`config.mk`:
```
export PLATFORM = sky130hd
export DESIGN_NAME = imem_loader
export DESIGN_NICKNAME = d
export VERILOG_FILES = /design/src/rtl/imem_loader_pkg.sv /design/src/rtl/loader_word_pack.sv /design/src/rtl/imem_loader.sv
export SDC_FILE = /design/constraint.sdc
export NUM_CORES = 1
export LEC_CHECK = 0
export ABC_AREA = 1
export ABC_CLOCK_PERIOD_IN_PS = 3400
export BUFFER_PORTS_ARGS = -buffer_cell sky130_fd_sc_hd__buf_2
export CAP_MARGIN = 5
export CORE_ASPECT_RATIO = 1.2
export CORE_MARGIN = 8
export CORE_UTILIZATION = 52
export DETAILED_ROUTE_END_ITERATION = 7
export GPL_TIMING_DRIVEN = 1
export PLACE_DENSITY = 0.82
export SYNTH_ARGS = -nofsm -noshare
export SYNTH_HDL_FRONTEND = slang
export SYNTH_SLANG_ARGS = --single-unit
```
`constraint.sdc`:
```
create_clock -name clk -period 3.4 [get_ports clk]
set_input_delay 0.68 -clock clk [delete_from_list [all_inputs] [get_ports clk]]
set_output_delay 0.68 -clock clk [all_outputs]
set_load 0.03 [all_outputs]
```
`src/rtl/imem_loader_pkg.sv`:
```
// Shared types and constants for the instruction-memory loader.
package imem_loader_pkg;

  typedef enum logic [2:0] {
    ST_SYNC,
    ST_LEN_HI,
    ST_LEN_LO,
    ST_DATA,
    ST_CSUM,
    ST_DONE,
    ST_ERR
  } state_t;

  localparam logic [7:0] SYNC_BYTE = 8'hA5;
  localparam int         LEN_W     = 16;

  // A word count is usable when it is non-zero and fits in 2^addr_w words.
  function automatic logic len_ok(input logic [LEN_W-1:0] n, input int addr_w);
    logic [LEN_W:0] cap;
    if (n == '0) return 1'b0;
    if (addr_w >= LEN_W) return 1'b1;
    cap = (LEN_W+1)'(1) << addr_w;
    return ({1'b0, n} <= cap);
  endfunction

endpackage

```
`src/rtl/loader_word_pack.sv`:
```
// Big-endian byte-to-word packer: three bytes are held, the fourth completes a word.
module loader_word_pack
(
  input  logic        clk,
  input  logic        reset,
  input  logic        i_clr,
  input  logic        i_en,
  input  logic [7:0]  i_byte,
  output logic [31:0] o_word,
  output logic        o_word_vld
);

  logic [23:0] r_shift;
  logic [1:0]  r_cnt;

  always_ff @(posedge clk or posedge reset) begin
    if (reset) begin
      r_shift <= '0;
      r_cnt   <= '0;
    end else if (i_clr) begin
      r_shift <= '0;
      r_cnt   <= '0;
    end else if (i_en) begin
      r_shift <= {r_shift[15:0], i_byte};
      r_cnt   <= r_cnt + 2'd1;
    end
  end

  // The completed word includes the byte being accepted this cycle.
  assign o_word     = {r_shift, i_byte};
  assign o_word_vld = i_en && (r_cnt == 2'd3);

endmodule

```
`src/rtl/imem_loader.sv`:
```
// Framed byte-stream loader for the instruction memory; holds the CPU in reset until done.
// Optional trailing XOR checksum enabled by defining IMEM_LOADER_CHECKSUM_EN.
module imem_loader
  import imem_loader_pkg::*;
#(
  parameter int ADDR_W = 8
)
(
  input  logic              clk,
  input  logic              reset,
  input  logic              rx_valid,
  input  logic [7:0]        rx_data,
  output logic              rx_ready,
  input  logic              reload,
  output logic              imem_we,
  output logic [ADDR_W-1:0] imem_addr,
  output logic [31:0]       imem_wdata,
  output logic              cpu_hold,
  output logic              done,
  output logic              error
);

  state_t            r_state;
  logic [7:0]        r_len_hi;
  logic [LEN_W-1:0]  r_words_left;
  logic [ADDR_W-1:0] r_waddr;
  logic              r_we;
  logic [ADDR_W-1:0] r_addr;
  logic [31:0]       r_wdata;
  logic              r_hold;
  logic              r_done;
  logic              r_err;
`ifdef IMEM_LOADER_CHECKSUM_EN
  logic [7:0]        r_csum;
`endif

  logic              w_accept;
  logic              w_data_en;
  logic [31:0]       w_word;
  logic              w_word_vld;
  logic              w_last;
  logic [LEN_W-1:0]  w_len;

  // A byte offered alongside reload is refused so the new frame starts clean.
  assign rx_ready  = !reload && (r_state != ST_DONE) && (r_state != ST_ERR);
  assign w_accept  = rx_valid && rx_ready;
  assign w_data_en = w_accept && (r_state == ST_DATA);
  assign w_len     = {r_len_hi, rx_data};
  assign w_last    = w_word_vld && (r_words_left == LEN_W'(1));

  loader_word_pack u_pack (
    .clk        (clk),
    .reset      (reset),
    .i_clr      (reload),
    .i_en       (w_data_en),
    .i_byte     (rx_data),
    .o_word     (w_word),
    .o_word_vld (w_word_vld)
  );

  always_ff @(posedge clk or posedge reset) begin
    if (reset) begin
      r_state      <= ST_SYNC;
      r_len_hi     <= '0;
      r_words_left <= '0;
      r_waddr      <= '0;
      r_we         <= 1'b0;
      r_addr       <= '0;
      r_wdata      <= '0;
      r_hold       <= 1'b1;
      r_done       <= 1'b0;
      r_err        <= 1'b0;
`ifdef IMEM_LOADER_CHECKSUM_EN
      r_csum       <= '0;
`endif
    end else begin
      r_we <= 1'b0;
      if (reload) begin
        r_state      <= ST_SYNC;
        r_words_left <= '0;
        r_waddr      <= '0;
        r_hold       <= 1'b1;
        r_done       <= 1'b0;
        r_err        <= 1'b0;
`ifdef IMEM_LOADER_CHECKSUM_EN
        r_csum       <= '0;
`endif
      end else begin
        if (w_word_vld) begin
          r_we         <= 1'b1;
          r_addr       <= r_waddr;
          r_wdata      <= w_word;
          r_waddr      <= r_waddr + ADDR_W'(1);
          r_words_left <= r_words_left - LEN_W'(1);
        end
        case (r_state)
          ST_SYNC: begin
            if (w_accept && (rx_data == SYNC_BYTE)) r_state <= ST_LEN_HI;
          end
          ST_LEN_HI: begin
            if (w_accept) begin
              r_len_hi <= rx_data;
              r_state  <= ST_LEN_LO;
            end
          end
          ST_LEN_LO: begin
            if (w_accept) begin
              if (len_ok(w_len, ADDR_W)) begin
                r_words_left <= w_len;
                r_waddr      <= '0;
                r_state      <= ST_DATA;
              end else begin
                r_err   <= 1'b1;
                r_state <= ST_ERR;
              end
            end
          end
          ST_DATA: begin
`ifdef IMEM_LOADER_CHECKSUM_EN
            if (w_data_en) r_csum <= r_csum ^ rx_data;
            if (w_last) r_state <= ST_CSUM;
`else
            if (w_last) r_state <= ST_DONE;
`endif
          end
`ifdef IMEM_LOADER_CHECKSUM_EN
          ST_CSUM: begin
            if (w_accept) begin
              if (rx_data == r_csum) begin
                r_done  <= 1'b1;
                r_hold  <= 1'b0;
                r_state <= ST_DONE;
              end else begin
                r_err   <= 1'b1;
                r_state <= ST_ERR;
              end
            end
          end
`endif
          // Entering DONE straight from DATA delays release by one cycle so the
          // last word is in memory before the CPU leaves reset.
          ST_DONE: begin
            r_done <= 1'b1;
            r_hold <= 1'b0;
          end
          ST_ERR: begin
            r_err <= 1'b1;
          end
          default: r_state <= ST_SYNC;
        endcase
      end
    end
  end

  assign imem_we    = r_we;
  assign imem_addr  = r_addr;
  assign imem_wdata = r_wdata;
  assign cpu_hold   = r_hold;
  assign done       = r_done;
  assign error      = r_err;

endmodule

```
==> impl_metrics.py, run 1 <==
metrics = {
    "status": {
        "status": "complete, no violations",
    },
    "floorplan": {
        "start_util_pct": 53.6,
        "dieArea_um2": 12700,
        "die_y_um": 122,
        "core_um2": 9080,
        "fp-row-count": 38,
        "fp.dieW_um": 104,
        "ios": 57,
    },
    "placed_design": {
        "io_buffers": 56,
        "place.gp.congestion": 0.846,
        "dp.final_hpwl_um": 7410,
        "placed_cell_area_um2": 5200,
    },
    "sta": {
        "fin_setup_tns_ps": 0,
        "hold_violations": 0,
        "period_needed_ps": 2360,
        "setup_viol_count_final": 0,
        "clock_skew_ps": 11.0,
        "max_freq_mhz": 424,
        "hold_slack_ps": 404,
        "slew_headroom_pct": 31.6,
        "tightest_slew_ps": 1020,
        "drv_slew": 0,
        "fin_crit_sh_pct": 69.3,
        "grt_setup_unrepaired": "no",
    },
    "worst_setup_path": {
        "cpLargestDelayFamily": "simple AND/OR/NAND/NOR gates",
        "required_ps": 3670,
        "endpoint_kind": "flop",
        "path_class": "reg -> reg",
        "cp-start-kind": "flop",
        "cpMaxStageDelayCell": "nand2_1",
        "crit_path_max_incr_delay_ps": 700,
        "worstPathMaxFanout": 21,
        "critical_path.most_common_cell": "nand2_1",
        "cp.arrival_ps": 2620,
        "crit_buf_inv": 1,
        "cp_cell_sequence": "nand3_1 > nand3_1 > nor2_2 > nand4_2 > nand2_1 > nand2_1 > nand2_1 > inv_1",
    },
    "finish": {
        "nets": 656,
        "final_cell_mix": "186 x nand2_1, 104 x dfrtp_1, 67 x inv_1",
        "drive_above_1_share_pct": 13.7,
        "ff_latch_area_um2": 2630,
        "final_common_cell": "nand2_1",
        "antenna_cells": 0,
        "fillers": 808,
        "multi_input_area_um2": 1820,
        "fin_area_um2": 5370,
        "area_growth_pct": 10.5,
    },
    "worst_hold_path": {
        "min_path_type": "in -> async",
    },
    "clocking": {
        "cts.path.max_buffers": 2,
        "cts_root_buf": "clkbuf_8",
        "cts_hold_buf": 0,
        "cts_tree": "done",
        "clkLatencyLatePin_ps": 360,
        "cts_sinks": 105,
        "postCtsSetupRepairBufs": 0,
        "path_clk_slew_ps": 100,
        "ctsResizeCount": 0,
        "h-tree-depth": 3,
        "cts-buffers-inserted": 9,
    },
    "global_route": {
        "grt_overflow": 0,
        "grt_pass1_wl_um": 17800,
        "antenna_found_initial": 0,
        "grt.total_usage_pct": 16.9,
        "grt_max_degree": 69,
        "grt_pass1_vias": 3922,
    },
    "power_and_ir_drop": {
        "peakVddDrop_uv": 207,
        "leakagePower_nw": 2.95,
        "power.density_nw_per_um2": 418,
    },
    "job": {
        "drv_cap": 0,
    },
    "route": {
        "drt-pass1-iter-count": 4,
        "vias": 3932,
        "first_iter_violations": 307,
        "post_drt_via_cell_ratio": 5.15,
        "post_drt_wl_per_cell_um": 13.5,
        "drc": 0,
        "ant_nets": 0,
        "drt-total-wl_um": 10300,
    },
    "logic_synthesis": {
        "synthesis.nets": 609,
        "post_synth_num_cell_types": 32,
        "synthArstFlopShare_pct": 100,
        "yosysWarnings": 0,
        "synthFlopType": "dfrtp_1",
        "ys_seq_elements": 105,
        "synth_enable_flop_cells": 0,
        "syn_avg_cell_area_um2": 8.20,
        "syn_area_um2": 4860,
        "syn_inst": 593,
        "ys_seq_area_share_pct": 54.1,
    },
}
## cell type report
cell class | instances | area share [%]
clock buffer | 11 | 2.63
clock inverter | 4 | 0.536
inverter | 73 | 5.17
multi-input combinational | 391 | 33.9
sequential | 105 | 48.9
tap | 120 | 2.79
timing repair buffer | 60 | 6.01
## cells in the mapped netlist (5+ instances only)
master	number	area [µm²]
buf_2	10	50.1
a21oi_1	5	25.0
dfrtp_1	104	2600
inv_1	68	255
xor2_1	15	131
o21ai_1	18	90.1
nand3_1	34	170
nand4_1	9	56.3
nor2_1	55	206
clkbuf_1	8	30.0
o21ai_0	48	240
nand2_1	186	698
## stage by stage
stage / power [mW] / std cells / worst slack, ps / util [%]
floorplan: 1.51 / 593 / 1460 / -
global placement: 1.56 / 749 / 747 / 57.3
detailed placement: 1.57 / 749 / 716 / 57.3
CTS: 2.26 / 764 / 1070 / 59.2
global route: 2.34 / 764 / 849 / 59.2
finish: 2.25 / 764 / 1040 / 59.2
## power breakdown
part	leakage, nW	switching, mW	internal, mW
Combinational	1.42	0.150	0.0658
Sequential	1.45	0.0380	1.30
Clock	0.0818	0.411	0.284
## per-layer routing
layer	global-route usage (%)	vias up	wire, µm
li1	-	1941	-
met5	0	-	0
met2	28.8	99	5110
met1	19.6	1867	4380
met4	8.25	0	279
met3	4.28	25	523
## sequential cells by signal, summed over array words and instances, names as in the netlist
signal	count
r_state	3
imem_wdata	32
cpu_hold	1
done	1
r_waddr	8
error	1
imem_addr	8
u_pack.r_cnt	2
r_words_left	16
u_pack.r_shift	24
r_len_hi	8
imem_we	1
## logic make-up after synthesis
family | synth area share, %
AOI/OAI and AO/OA | 7.80
xor gates and xnor gates | 2.70
adders and majority gates | 1.03
buffers and inverters | 8.44
DFF | 54.1
muxes | 0.206
and+or+nand+nor | 25.8
## worst paths after layout
kind	startpoint	cells past startpoint	to	slack (ps)
worst max-delay path	r_state[2]$_DFFE_PP0P_	8	r_words_left[2]$_DFF_PP0_	1040
worst min-delay path	reset	2	imem_wdata[29]$_DFFE_PP0P_	400
worst max register to register	r_state[2]$_DFFE_PP0P_	8	r_words_left[2]$_DFF_PP0_	1040
worst min register to register	cpu_hold$_DFFE_PP1P_	2	cpu_hold$_DFFE_PP1P_	470
max in group asynchronous	reset	3	r_words_left[1]$_DFF_PP0_	2210
min in group clk	cpu_hold$_DFFE_PP1P_	2	cpu_hold$_DFFE_PP1P_	470
## worst reg2reg max path: cells and delay by family (launching register included)
family,cells,cell delay (ps)
buffers and inverters,1,40
flip-flops,1,480
AND/OR/NAND/NOR,7,1750
(Power assumes the default switching activity.)
==> run 2, diff against run 1 <==
--- a/config.mk
+++ b/config.mk
@@ -6,7 +6,7 @@
 export NUM_CORES = 1
 export LEC_CHECK = 0
 export ABC_AREA = 1
-export ABC_CLOCK_PERIOD_IN_PS = 3400
+export ABC_CLOCK_PERIOD_IN_PS = 2000
 export BUFFER_PORTS_ARGS = -buffer_cell sky130_fd_sc_hd__buf_2
 export CAP_MARGIN = 5
 export CORE_ASPECT_RATIO = 1.2
==> constraint.sdc (replaced) <==
create_clock -name clk -period 2 [get_ports clk]
set_input_delay 0.4 -clock clk [delete_from_list [all_inputs] [get_ports clk]]
set_output_delay 0.4 -clock clk [all_outputs]
set_load 0.03 [all_outputs]
==> run 2 against run 1 <==
  * Clock power increased by 67%
  * Flip-flop and latch count unchanged
  * Register-to-register slack got worse by 760 ps
  * Die area unchanged
  * Largest power group unchanged
  * Critical path depth decreased by 4
  * Wire length increased by 0.30%
  * Sequential power increased by 71%
  * Combinational power increased by 75%
  * Highest routed layer unchanged
  * First-iteration DRC count increased by 4.9%
  * Total power increased by 70%
  * Final cell count increased by 0.79%
==> impl_metrics.py, run 2 (synthesis gave the netlist of run 1 again) <==
metrics = {
    "status": {
        "status": "complete, no violations",
    },
    "power_and_ir_drop": {
        "p_seq_share_pct": 59.6,
        "internal_power_mw": 2.81,
        "leakagePower_nw": 2.99,
        "p_switching_mw": 1.00,
        "clkPwrFrac_pct": 30.6,
        "power.density_nw_per_um2": 700,
        "switching_share_pct": 26.2,
        "comb_power_share_pct": 9.9,
        "peakVddDrop_uv": 380,
    },
    "floorplan": {
        "start_util_pct": 53.6,
        "die_y_um": 122,
        "fp.dieW_um": 104,
        "core_um2": 9080,
        "ios": 57,
        "fp-row-count": 38,
        "dieArea_um2": 12700,
    },
    "sta": {
        "tightest_slew_ps": 510,
        "fin_crit_sh_pct": 91.5,
        "drv_slew": 0,
        "slew_headroom_pct": 65.9,
        "hold_violations": 0,
        "max_freq_mhz": 547,
        "setup_viol_count_final": 0,
        "fin_setup_tns_ps": 0,
        "setup_ws_ps": 171,
        "grt_setup_unrepaired": "no",
        "period_needed_ps": 1830,
        "clock_skew_ps": 13.2,
    },
    "finish": {
        "multi_input_area_um2": 1820,
        "fillers": 768,
        "ff_latch_area_um2": 2630,
        "area_growth_pct": 12.0,
        "antenna_cells": 0,
        "drive_above_1_share_pct": 14.2,
        "largest_reg_flops": 32,
        "final_common_cell": "nand2_1",
        "nets": 661,
        "fin_area_um2": 5450,
        "final_cell_mix": "186 x nand2_1, 104 x dfrtp_1, 67 x inv_1",
    },
    "worst_setup_path": {
        "cp_cell_sequence": "nand3_1 > nand3_1 > inv_1 > buf_2",
        "crit_buf_inv": 2,
        "cpMaxStageDelayCell": "dfrtp_1",
        "crit_path_max_incr_delay_ps": 500,
        "required_ps": 1600,
        "path_class": "reg -> out",
        "endpoint_kind": "output pin",
        "reg2reg_depth": 9,
        "worstSetupPathDepth": 4,
        "cpLargestDelayFamily": "flip-flops",
        "critical_path.most_common_cell": "nand3_1",
        "worstPathMaxFanout": 9,
        "cp-start-kind": "flop",
        "cp.arrival_ps": 1430,
    },
    "global_route": {
        "grt.total_usage_pct": 17.1,
        "grt_pass1_vias": 3861,
        "antenna_found_initial": 0,
        "grt_max_degree": 53,
        "grt_overflow": 0,
        "grt_pass1_wl_um": 17900,
    },
    "route": {
        "first_iter_violations": 322,
        "post_drt_wl_per_cell_um": 13.4,
        "post_drt_via_cell_ratio": 5.12,
        "vias": 3946,
        "drt-pass1-iter-count": 5,
        "drc": 0,
        "drt-total-wl_um": 10300,
        "ant_nets": 0,
    },
    "clocking": {
        "cts_hold_buf": 0,
        "cts-buffers-inserted": 9,
        "clkLatencyLatePin_ps": 360,
        "postCtsSetupRepairBufs": 0,
        "cts_sinks": 105,
        "cts_tree": "done",
        "h-tree-depth": 3,
        "path_clk_slew_ps": 100,
        "cts_root_buf": "clkbuf_8",
        "ctsResizeCount": 0,
        "cts.path.max_buffers": 2,
    },
    "placed_design": {
        "place.gp.congestion": 0.885,
        "pre_cts_slack_ps": 240,
        "dp.final_hpwl_um": 7590,
        "placed_cell_area_um2": 5280,
        "io_buffers": 56,
    },
    "job": {
        "drv_cap": 0,
    },
    "worst_hold_path": {
        "min_path_type": "in -> async",
    },
}
-- run 2: changes by cell type in the layout (fill, tap and decap cells not counted), sizes merged --
cell and delta:
buf +5, clkinv +1, clkinvlp -2, clkbuf +2
-- run 2: final cells by class --
type	count	share of cell area, %
Clock buffer	13	2.73
Clock inverter	3	0.345
Inverter	73	5.10
Multi-Input combinational cell	391	33.5
Sequential cell	105	48.3
Tap cell	120	2.76
Timing Repair Buffer	65	7.31
-- run 2: per-stage QoR --
step	hold slack (ps)	util, %	instances	power, mW
finish	60.2	60.0	770	3.81
global route	75.8	60.0	770	4.02
CTS	57.3	60.0	770	3.86
detailed placement	456	58.1	754	2.69
global placement	446	58.1	754	2.66
floorplan	442	-	593	2.57
-- run 2: per-layer routing --
metal / share of wire [%] / wire length (µm) / global-route usage, %
met3: 5.3 / 549 / 4.70
met2: 51 / 5260 / 30.0
met1: 42 / 4290 / 19.5
met5: 0 / 0 / 0
met4: 2.2 / 226 / 6.35
-- run 2: power groups by stage --
stage	clock (mW)	sequential (mW)	combinational, mW
6_report	1.16	2.27	0.376
5_1_grt	1.30	2.28	0.441
4_1_cts	1.21	2.27	0.380
3_5_place_dp	0	2.31	0.380
3_3_place_gp	0	2.31	0.357
2_1_floorplan	0	2.29	0.275
-- run 2: worst paths after layout --
check                                    startpoint                   endpoint  slack [ps]
max reg2reg                  r_state[2]$_DFFE_PP0P_  r_words_left[7]$_DFF_PP0_         280
min in group clk                         rx_data[5]  imem_wdata[5]$_DFFE_PP0P_         330
min reg2reg                imem_addr[1]$_DFFE_PP0P_   imem_addr[1]$_DFFE_PP0P_         470
max                          r_state[2]$_DFFE_PP0P_                   rx_ready         170
min                                           reset  imem_wdata[7]$_DFFE_PP0P_          60
max in group asynchronous                     reset       r_waddr[1]$_DFF_PP0_        1340
-- run 2: worst reg2reg max path, cell delays in order, from the launching register on --
cell     delay (ps)
dfrtp_1         480
inv_1           160
nand4_4         150
nor2_4          150
buf_12          220
nand2_1         110
xor2_1          160
nand2_1          60
nand2_1          70
inv_1            40
